--- src/rtl/rv32_decode_stage.sv ---
// RV32I decode stage: splits fetched instructions into registered field beats.
// An output register plus a skid register keep in_ready a pure flop output.

package rv32;

  typedef logic [31:0] rv32_inst_t;

  localparam logic [6:0] OPC_LUI    = 7'b0110111;
  localparam logic [6:0] OPC_AUIPC  = 7'b0010111;
  localparam logic [6:0] OPC_JAL    = 7'b1101111;
  localparam logic [6:0] OPC_JALR   = 7'b1100111;
  localparam logic [6:0] OPC_BRANCH = 7'b1100011;
  localparam logic [6:0] OPC_LOAD   = 7'b0000011;
  localparam logic [6:0] OPC_STORE  = 7'b0100011;
  localparam logic [6:0] OPC_OPIMM  = 7'b0010011;
  localparam logic [6:0] OPC_OP     = 7'b0110011;
  localparam logic [6:0] OPC_MISC   = 7'b0001111;
  localparam logic [6:0] OPC_SYSTEM = 7'b1110011;

  typedef struct packed {
    rv32_inst_t  inst;
    logic [6:0]  opcode;
    logic [4:0]  rd;
    logic [4:0]  rs1;
    logic [4:0]  rs2;
    logic [2:0]  funct3;
    logic [6:0]  funct7;
    logic [11:0] funct12;
    logic [31:0] imm;
    logic        decode_error;
  } rv32_fields_t;

endpackage

module rv32_decode_stage #(
  parameter int unsigned PC_WIDTH     = 32,
  parameter bit          STRICT_FUNCT = 1'b1
) (
  input  logic                 clk,
  input  logic                 rst_n,
  input  logic                 flush,
  input  logic                 in_valid,
  output logic                 in_ready,
  input  logic [PC_WIDTH-1:0]  in_pc,
  input  rv32::rv32_inst_t     in_inst,
  output logic                 out_valid,
  input  logic                 out_ready,
  output logic [PC_WIDTH-1:0]  out_pc,
  output rv32::rv32_fields_t   out_fields
);

  import rv32::*;

  function automatic rv32_fields_t decode_inst(input rv32_inst_t inst);
    rv32_fields_t f;
    logic         known;
    logic         funct_bad;
    logic         zero_rd;
    logic         zero_rs1;
    logic         keep_rs2;
    logic [31:0]  imm;
    f           = '0;
    f.inst      = inst;
    f.opcode    = inst[6:0];
    f.funct3    = inst[14:12];
    f.funct7    = inst[31:25];
    f.funct12   = inst[31:20];
    known       = 1'b1;
    funct_bad   = 1'b0;
    zero_rd     = 1'b0;
    zero_rs1    = 1'b0;
    keep_rs2    = 1'b0;
    imm         = 32'd0;
    case (inst[6:0])
      OPC_LUI, OPC_AUIPC: begin
        imm      = {inst[31:12], 12'd0};
        zero_rs1 = 1'b1;
      end
      OPC_JAL: begin
        imm      = {{11{inst[31]}}, inst[31], inst[19:12], inst[20], inst[30:21], 1'b0};
        zero_rs1 = 1'b1;
      end
      OPC_JALR: begin
        imm       = {{20{inst[31]}}, inst[31:20]};
        funct_bad = (inst[14:12] != 3'd0);
      end
      OPC_BRANCH: begin
        imm       = {{19{inst[31]}}, inst[31], inst[7], inst[30:25], inst[11:8], 1'b0};
        zero_rd   = 1'b1;
        keep_rs2  = 1'b1;
        funct_bad = (inst[14:12] == 3'd2) || (inst[14:12] == 3'd3);
      end
      OPC_LOAD: begin
        imm       = {{20{inst[31]}}, inst[31:20]};
        funct_bad = (inst[14:12] == 3'd3) || (inst[14:12] == 3'd6) || (inst[14:12] == 3'd7);
      end
      OPC_STORE: begin
        imm       = {{20{inst[31]}}, inst[31:25], inst[11:7]};
        zero_rd   = 1'b1;
        keep_rs2  = 1'b1;
        funct_bad = (inst[14:12] > 3'd2);
      end
      OPC_OPIMM, OPC_SYSTEM: begin
        imm = {{20{inst[31]}}, inst[31:20]};
      end
      OPC_OP: begin
        keep_rs2 = 1'b1;
      end
      OPC_MISC: begin
        imm = 32'd0;
      end
      default: begin
        known = 1'b0;
      end
    endcase
    f.decode_error = (inst[1:0] != 2'b11) || !known || (STRICT_FUNCT && funct_bad);
    // A bad encoding keeps its raw register fields so a trap handler can see them.
    if (f.decode_error) begin
      f.imm = 32'd0;
      f.rd  = inst[11:7];
      f.rs1 = inst[19:15];
      f.rs2 = inst[24:20];
    end else begin
      f.imm = imm;
      f.rd  = zero_rd  ? 5'd0 : inst[11:7];
      f.rs1 = zero_rs1 ? 5'd0 : inst[19:15];
      f.rs2 = keep_rs2 ? inst[24:20] : 5'd0;
    end
    return f;
  endfunction

  logic                or_valid_q, or_valid_d;
  logic [PC_WIDTH-1:0] or_pc_q, or_pc_d;
  rv32_fields_t        or_fields_q, or_fields_d;
  logic                sk_valid_q, sk_valid_d;
  logic [PC_WIDTH-1:0] sk_pc_q, sk_pc_d;
  rv32_fields_t        sk_fields_q, sk_fields_d;
  logic                in_ready_q, in_ready_d;
  rv32_fields_t        in_dec;
  logic                in_fire;

  assign in_dec  = decode_inst(in_inst);
  assign in_fire = in_valid && in_ready_q;

  // Next-state for the output and skid registers; flush overrides everything.
  always_comb begin
    or_valid_d  = or_valid_q;
    or_pc_d     = or_pc_q;
    or_fields_d = or_fields_q;
    sk_valid_d  = sk_valid_q;
    sk_pc_d     = sk_pc_q;
    sk_fields_d = sk_fields_q;
    if (flush) begin
      or_valid_d = 1'b0;
      sk_valid_d = 1'b0;
    end else if (!or_valid_q || out_ready) begin
      if (sk_valid_q) begin
        or_valid_d  = 1'b1;
        or_pc_d     = sk_pc_q;
        or_fields_d = sk_fields_q;
        sk_valid_d  = 1'b0;
      end else if (in_fire) begin
        or_valid_d  = 1'b1;
        or_pc_d     = in_pc;
        or_fields_d = in_dec;
      end else begin
        or_valid_d  = 1'b0;
      end
    end else if (in_fire) begin
      sk_valid_d  = 1'b1;
      sk_pc_d     = in_pc;
      sk_fields_d = in_dec;
    end else begin
      sk_valid_d  = sk_valid_q;
    end
    in_ready_d = !sk_valid_d;
  end

  // State registers; in_ready stays low until the first edge after reset.
  always_ff @(posedge clk or negedge rst_n) begin
    if (!rst_n) begin
      or_valid_q  <= 1'b0;
      or_pc_q     <= '0;
      or_fields_q <= '0;
      sk_valid_q  <= 1'b0;
      sk_pc_q     <= '0;
      sk_fields_q <= '0;
      in_ready_q  <= 1'b0;
    end else begin
      or_valid_q  <= or_valid_d;
      or_pc_q     <= or_pc_d;
      or_fields_q <= or_fields_d;
      sk_valid_q  <= sk_valid_d;
      sk_pc_q     <= sk_pc_d;
      sk_fields_q <= sk_fields_d;
      in_ready_q  <= in_ready_d;
    end
  end

  assign in_ready   = in_ready_q;
  assign out_valid  = or_valid_q;
  assign out_pc     = or_pc_q;
  assign out_fields = or_fields_q;

endmodule

--- config.mk ---
export PLATFORM = sky130hd
export DESIGN_NAME = rv32_decode_stage
export DESIGN_NICKNAME = d
export VERILOG_FILES = /design/src/rtl/rv32_decode_stage.sv
export SDC_FILE = /design/constraint.sdc
export NUM_CORES = 1
export LEC_CHECK = 0
export ABC_AREA = 1
export CAP_MARGIN = 40
export CORE_ASPECT_RATIO = 0.9
export CORE_MARGIN = 1
export CORE_UTILIZATION = 45
export CTS_CLUSTER_SIZE = 16
export DETAILED_ROUTE_END_ITERATION = 16
export DONT_BUFFER_PORTS = 1
export PLACE_DENSITY = 0.59
export SETUP_SLACK_MARGIN = 0.5
export SLEW_MARGIN = 20
export SYNTH_ARGS = -nofsm -noshare
export SYNTH_HDL_FRONTEND = slang
export SYNTH_SLANG_ARGS = --single-unit
--- constraint.sdc ---
create_clock -name clk -period 2.5 [get_ports clk]
set_clock_uncertainty 0.05 [all_clocks]
set_input_delay 0.25 -clock clk [delete_from_list [all_inputs] [get_ports clk]]
set_output_delay 0.25 -clock clk [all_outputs]
set_load 0.02 [all_outputs]
==> qor.txt <==
Post-DR wirelength/cell: 16.1 um
CTS Buf Count: 25
Slowest CP cell: dfrtp_1
Avg Cell Area, Syn: 7.92 um2
Leak: 0.00629 uW
Largest area contributor in the netlist: dfrtp_1
Max Cap Violations: 0
Most common cell after layout, fill and taps aside: nand2_1
DRC errors left: 0
Worst path max stage delay: 0.46 ns
Arr. time, crit path: 2.29 ns
Die ar.: 0.0237 mm2
GRT overflow: 0
Setup-failing EPs final: 0
H-tree depth: 1
Ant diodes: 0
Required @ worst endpoint: 2.91 ns
Initial drt markers: 665
Fin nets: 1,388
Most common cell type on the critical path: nand2_1
Fmax: 532 MHz
Met3 usage: 0.0520
Total power per unit cell area: 817 mW/mm2
RSZ-0062 raised after global routing: true
Layout area overhead: 14.6%
Fin crit share: 0.752
Gpl congestion: 0.868
Sequential area share after synthesis: 0.546
Clock Sink Count: 227
Most used routing layer: met2
Total power draw: 9750 uW
Peak fanout along the critical path: 77
Syn Nets: 1,383
Vias in the first global route: 7,909
PortBufs: 0
Crit path depth: 7
First-pass GRT wire length: 43.0 mm
Minimum clock period: 1.88 ns
DRT Pass-1 Iters: 5
Slew margin rel.: 0.529
Vias after detailed routing: 8,298
Fin Setup TNS: 0 ns
R2R Setup Slk: 0.62 ns
Met2 Track Usage GR: 0.344
Syn. warnings: 0
Worst hold path type: in2async
Final hold violations: 227
Synth Register Bits: 227
CTS hold repair buffers: 66
CP Cell Sequence: nand2_1, nand2_1, nand3_4, buf_12, a21oi_1, o21ai_0, nand2_1
Largest net degree at the start of global routing: 228
Die Y: 146 um
WS Path Type: reg2reg
Reg-to-reg startpoint: in_ready
Initial core utilization: 0.461
CTS tree: yes
Cells after Synth: 1,314
Clock root cell: clkbuf_16
Core Box Area: 0.0226 mm2
Outcome: complete, but fails checks
Antenna-violating nets left: 0
Final WL: 26.3 mm
Worst-case reg-to-reg path depth: 7
Peak supply drop: 595 uV
Synthesized area: 0.0104 mm2
Post-synth top area share: 0.546
Share of layout cells above drive strength 1: 0.0696
GR Util met1: 0.330
HPWL Detailed: 16.1 mm
Failing checks: negative hold slack
Count of pins over their slew limit: 0
Clock buffer depth: 3
Worst-Margin Slew: 0.706 ns
Synth unique cells: 24
Worst-path clk slew: 0.06 ns
Initial antenna violation count: 0
Worst R2R End: out_fields[0]
Total GRT Usage: 0.227
Critical path capture point type: flop
Synth top area cells: dfrtp_1, nand2_1, o21ai_0
Top delay family on crit path: simple AND/OR/NAND/NOR gates
Hold WS: -0.626 ns
Most frequent cells in the layout: nand2_1, dfrtp_1, o21ai_0
Critical path buffer and inverter count: 1
Worst-Skew Late Latency: 0.52 ns
Die width: 162 um
Number of cell rows: 52
Crit start category: flop
Via-to-Cell Ratio: 5.08
# IOs: 212
## sequential cells by signal (all words and copies together), names as in the netlist
register and flops:
sk_fields_q 80, sk_pc_q 32, in_ready 1, out_valid 1, sk_valid_q 1, out_pc 32, out_fields 80
## stage by stage
step | cells | hold slack (ns) | cell area [um2] | setup slack (ns) | utilization
6_report | 1634 | -0.626 | 11900 | 0.619 | 0.528
5_1_grt | 1634 | -0.653 | 11900 | 0.452 | 0.528
4_1_cts | 1634 | -0.646 | 11900 | 0.536 | 0.527
3_5_place_dp | 1523 | -0.0888 | 10400 | 0.585 | 0.462
3_3_place_gp | 1523 | -0.0880 | 10400 | 0.616 | 0.462
2_1_floorplan | 1314 | -0.0956 | 10400 | 0.793 | -
## cells in the mapped netlist (all sizes together)
master / number
inv: 73
nor3b: 5
o21ai: 223
a211oi: 2
buf: 50
nor3: 8
nor2: 101
o22ai: 2
clkinv: 1
o31ai: 10
nand3: 16
nand2: 524
dfrtp: 227
a21oi: 19
clkbuf: 53
## final cells by class
cell class,instances,area (um2)
clock buffers,36,707
clock inverters,9,105
fillers,2110,10600
inverters,74,283
multi-input cells,910,3950
flip-flops and latches,227,5680
well taps,297,372
repair buffers,81,835
## routing by layer
layer | up-vias | share of wire | routed length [um]
met1 | 3928 | 0.47 | 12400
li1 | 4129 | - | -
met4 | 0 | 0.018 | 486
met3 | 37 | 0.066 | 1730
met2 | 204 | 0.44 | 11700
met5 | - | 0 | 0
## report_power, final
group / switching (uW) / internal (uW) / leakage, uW
Clock: 1510 / 2180 / 0.000404
Combinational: 543 / 402 / 0.00296
Sequential: 843 / 4280 / 0.00292
## worst max-delay path by stage
stage          startpoint         endpoint  slack (ns)
5_1_grt          in_ready    out_fields[0]        0.45
3_5_place_dp   in_inst[3]   out_fields[59]        0.59
6_report         in_ready    out_fields[0]        0.62
2_1_floorplan   out_valid  sk_fields_q[77]        0.79
4_1_cts        in_inst[3]   out_fields[59]        0.54
3_3_place_gp     in_ready    out_fields[6]        0.62
## cell families (layout without fill, tap and decap cells)
group           Yosys count  count (layout)  synth area share
flops                   227             227             0.546
compound gates          256             256             0.127
simple gates            654             654             0.249
buf+inv                 177             200            0.0777
## what timing repair did
item,4_1_cts,5_1_grt
setup buffers,0,0
endpoints found under the hold margin,407,227
setup endpoints to repair,0,52
resized for setup,0,8
(Power assumes the default switching activity.)
